<file path="config.mk">
export PLATFORM = sky130hd
export DESIGN_NAME = mux_dff_pipe
export DESIGN_NICKNAME = d
export VERILOG_FILES = /design/src/rtl/mux_dff_pipe.sv
export SDC_FILE = /design/constraint.sdc
export NUM_CORES = 1
export LEC_CHECK = 0
export BUFFER_PORTS_ARGS = -buffer_cell sky130_fd_sc_hd__buf_2
export CORE_ASPECT_RATIO = 0.8
export CORE_MARGIN = 2
export CORE_UTILIZATION = 41
export DETAILED_ROUTE_END_ITERATION = 8
export GPL_TIMING_DRIVEN = 1
export PLACE_DENSITY = 0.72
export REMOVE_ABC_BUFFERS = 1
export SETUP_SLACK_MARGIN = 0.3
export SLEW_MARGIN = 30
export SYNTH_ARGS = -nofsm -noshare
export SYNTH_HDL_FRONTEND = slang
export SYNTH_SLANG_ARGS = --single-unit
</file>
<file path="constraint.sdc">
create_clock -name clk -period 2.8 [get_ports clk]
set_input_delay 0.28 -clock clk [delete_from_list [all_inputs] [get_ports clk]]
set_output_delay 0.28 -clock clk [all_outputs]
set_load 0.01 [all_outputs]
</file>
<file path="src/rtl/mux_dff_pipe.sv">
// mux_dff_pipe: N_IN-way operand select feeding a DEPTH-stage
// elastic valid/ready pipeline with error tag and flush.
module mux_dff_pipe #(
  parameter int data_width = 24,
  parameter int N_IN       = 4,
  parameter int DEPTH      = 2,
  localparam int SEL_W     = (N_IN > 2) ? $clog2(N_IN) : 1
) (
  input  logic                       clk,
  input  logic                       rst,
  input  logic [N_IN*data_width-1:0] in_data,
  input  logic [SEL_W-1:0]           sel,
  input  logic                       in_valid,
  output logic                       in_ready,
  input  logic                       flush,
  output logic [data_width-1:0]      out_data,
  output logic [SEL_W-1:0]           out_sel,
  output logic                       out_err,
  output logic                       out_valid,
  input  logic                       out_ready
);

  logic [DEPTH-1:0]                 v_q;
  logic [DEPTH-1:0]                 v_d;
  logic [DEPTH-1:0][data_width-1:0] d_q;
  logic [DEPTH-1:0][data_width-1:0] d_d;
  logic [DEPTH-1:0][SEL_W-1:0]      s_q;
  logic [DEPTH-1:0][SEL_W-1:0]      s_d;
  logic [DEPTH-1:0]                 e_q;
  logic [DEPTH-1:0]                 e_d;

  logic [DEPTH-1:0]      adv;
  logic [data_width-1:0] mux_data;
  logic                  sel_err;
  logic                  accept;

  // Channel select; out-of-range indices yield zero data.
  always_comb begin
    mux_data = '0;
    sel_err  = (int'(sel) >= N_IN);
    for (int k = 0; k < N_IN; k++) begin
      if (int'(sel) == k) begin
        mux_data = in_data[k*data_width +: data_width];
      end
    end
  end

  // Advance chain: a stage moves if the next one is empty or moving.
  always_comb begin
    adv = '0;
    adv[DEPTH-1] = v_q[DEPTH-1] & out_ready;
    for (int i = DEPTH - 2; i >= 0; i--) begin
      adv[i] = v_q[i] & (~v_q[i+1] | adv[i+1]);
    end
  end

  assign in_ready = ~rst & ~flush & (~v_q[0] | adv[0]);
  assign accept   = in_valid & in_ready;

  // Stage next-state: drain, reload from upstream, then flush.
  always_comb begin
    v_d = v_q;
    d_d = d_q;
    s_d = s_q;
    e_d = e_q;
    for (int i = 0; i < DEPTH; i++) begin
      if (adv[i]) begin
        v_d[i] = 1'b0;
      end
    end
    if (accept) begin
      v_d[0] = 1'b1;
      d_d[0] = mux_data;
      s_d[0] = sel;
      e_d[0] = sel_err;
    end
    for (int i = 1; i < DEPTH; i++) begin
      if (adv[i-1]) begin
        v_d[i] = 1'b1;
        d_d[i] = d_q[i-1];
        s_d[i] = s_q[i-1];
        e_d[i] = e_q[i-1];
      end
    end
    if (flush) begin
      v_d = '0;
    end
  end

  // Stage registers with asynchronous clear.
  always_ff @(posedge clk or posedge rst) begin
    if (rst) begin
      v_q <= '0;
      d_q <= '0;
      s_q <= '0;
      e_q <= '0;
    end else begin
      v_q <= v_d;
      d_q <= d_d;
      s_q <= s_d;
      e_q <= e_d;
    end
  end

  assign out_valid = v_q[DEPTH-1];
  assign out_data  = d_q[DEPTH-1];
  assign out_sel   = s_q[DEPTH-1];
  assign out_err   = e_q[DEPTH-1];

endmodule

</file>
==> impl_metrics.yaml <==
status:
  status: "completed"
clocking:
  cts_sinks: 54
  holdBufCountCts: 1
  clk_path_buf_depth: 2
  cts_setup_buffers: 0
  post_cts_resized: 0
  clk_pin_slew_worst_paths_ns: 0.10
  htree_levels: 2
  clock_latency_ns: 0.30
  cts_tree: "built"
  root_buffer: "clkbuf_8"
  cts_buffers: 5
setup_path:
  crit_path_start_kind: "input port"
  required_ns: 2.98
  cp_max_fo: 27
  crit_type: "in -> reg"
  end_kind: "flop"
  arrival_ns: 2.20
routing:
  viasPerCell: 4.95
  drt-pass1-iter-count: 4
  vias: 1821
  avgRoutedWirePerCell_um: 15.0
  antenna_left: 0
  drt-total-wl_um: 5500
  drt_iter0_drc: 26
  drcViolationCount: 0
grt:
  track_usage: 0.151
  grt.overflow.total: 0
  grt_max_degree: 38
  grt_pass1_wl_um: 9130
  antenna_found_initial: 0
  grt_pass1_vias: 1874
power:
  power_density_mw_per_mm2: 631
  ir_drop_uv: 213
  p_leak_nw: 1.64
timing:
  rsz0062_at_grt: "false"
  slew_viol_final: 0
  fin_setup_tns_ns: 0
  fmax_ghz: 0.495
  tightest_slew_ns: 0.836
  period_share: 0.721
  period_needed_ns: 2.02
  relSlewSlack: 0.443
  finalHoldViolCount: 0
  hold_ws_ns: 0.154
  finalSetupViolCount: 0
  finalClockSkew_ns: 0.00905
placement:
  hpwlAfterDp_um: 4060
  io_buffers: 130
  place_congestion: 0.764
floorplanning:
  initial_core_util: 0.417
  die_area_mm2: 0.00759
  fp.dieH_um: 78.3
  core_area_mm2: 0.00679
  io_pins: 132
  fp.dieW_um: 96.9
  rows: 27
job:
  cap_violations: 0
synth:
  ys_ff_latch: 54
  syn_area_mm2: 0.00283
  ys_seq_area_frac: 0.477
  synthCells: 179
  synth_warnings: 0
  ys_types: 18
  syn_avg_cell_area_um2: 15.8
cells_and_area:
  area_delta_synth_final_pct: 20.8
  fin_nets: 384
  antennaDiodeCount: 0
  nFillCells: 601
  drive_above_1_share: 0.758
worst_hold_path:
  min_path_type: "in -> reg"
## layer usage
layer,up-vias,global-route usage,part of all wire
li1,836,-,-
met1,901,0.200,0.44
met2,82,0.256,0.49
met3,2,0.0321,0.073
met4,0,0.0380,0.0062
met5,-,0,0
## worst paths after layout
check	startpoint	endpoint	slack (ns)	cells past startpoint
max reg2reg	v_q[1]	d_q[11]	1.04	3
max	rst	d_q[11]	0.78	5
max in group asynchronous	rst	out_sel[0]	1.50	4
min reg2reg	d_q[4]	out_data[4]	0.50	1
min in group asynchronous	rst	d_q[1]	0.50	3
min	flush	v_q[1]	0.15	2
## where the power goes
part | switching, W | leakage, nW | internal [W]
clock | 0.000242 | 0.0444 | 0.000173
combinational | 0.000259 | 0.953 | 0.000372
sequential | 0.000104 | 0.647 | 0.00101
## cell type report
type                            instances  area, um^2  area share
Clock inverter                          2        13.8     0.00402
Multi-Input combinational cell         86        1200       0.350
Timing Repair Buffer                  133         676       0.198
Tap cell                               87         109      0.0318
Inverter                                1        3.75     0.00110
Sequential cell                        54        1350       0.395
Clock buffer                            5        68.8      0.0201
## flip-flops by register name, summed over array words and instances, names as in the netlist
signal	flops
d_q	24
out_data	24
out_sel	2
s_q	2
v_q	2
## cells by family after synthesis
| kind of cell | after synthesis | synth area share |
|---|---|---|
| AOI/OAI and AO/OA | 1 | 0.00177 |
| buffers and inverters | 39 | 0.0999 |
| DFF | 54 | 0.477 |
| muxes | 76 | 0.403 |
| other | 1 | 0.00132 |
| and+or+nand+nor | 8 | 0.0168 |
## cell usage in the layout (no fill, tap or decap)
master,Yosys,final
nand3_2,1,1
buf_4,27,2
clkinv_2,0,1
nor2_1,3,3
mux2_2,52,52
nand3b_1,1,1
mux4_1,4,4
mux4_2,20,20
and2_1,1,1
o21ai_0,1,1
conb_1,1,1
nor2b_1,1,1
nand2b_1,1,1
inv_2,0,1
dfrtp_1,54,54
clkbuf_8,0,5
inv_6,0,1
dlygate4sd3_1,0,1
buf_2,7,130
## Yosys cell counts
library cell | instances | area (um^2)
mux2_2 | 52 | 586
dfrtp_1 | 54 | 1350
clkbuf_1 | 1 | 3.75
nand3_2 | 1 | 10.0
nor2b_1 | 1 | 6.26
o21ai_0 | 1 | 5.00
buf_4 | 27 | 203
conb_1 | 1 | 3.75
buf_6 | 2 | 22.5
buf_2 | 7 | 35.0
nor2_1 | 3 | 11.3
mux4_1 | 4 | 105
buf_8 | 1 | 15.0
mux4_2 | 20 | 450
nand3b_1 | 1 | 7.51
and2_1 | 1 | 6.26
nand2b_1 | 1 | 6.26
inv_1 | 1 | 3.75
## stage by stage
step	util	setup slack, ns	total power [W]	instances	instance area [um^2]
2_1_floorplan	-	1.03	0.00147	141	2550
5_1_grt	0.504	0.638	0.00230	368	3420
6_report	0.504	0.781	0.00216	368	3420
3_5_place_dp	0.490	0.763	0.00178	360	3330
4_1_cts	0.504	0.748	0.00220	368	3420
3_3_place_gp	0.490	0.823	0.00175	360	3330
## critical path, cell delays in order
cell and delay, ns:
dlygate4sd3_1 0.53, buf_2 0.13, nor2_1 0.15, nand3_2 0.60
mux2_2 0.51
(Power assumes the default switching activity.)
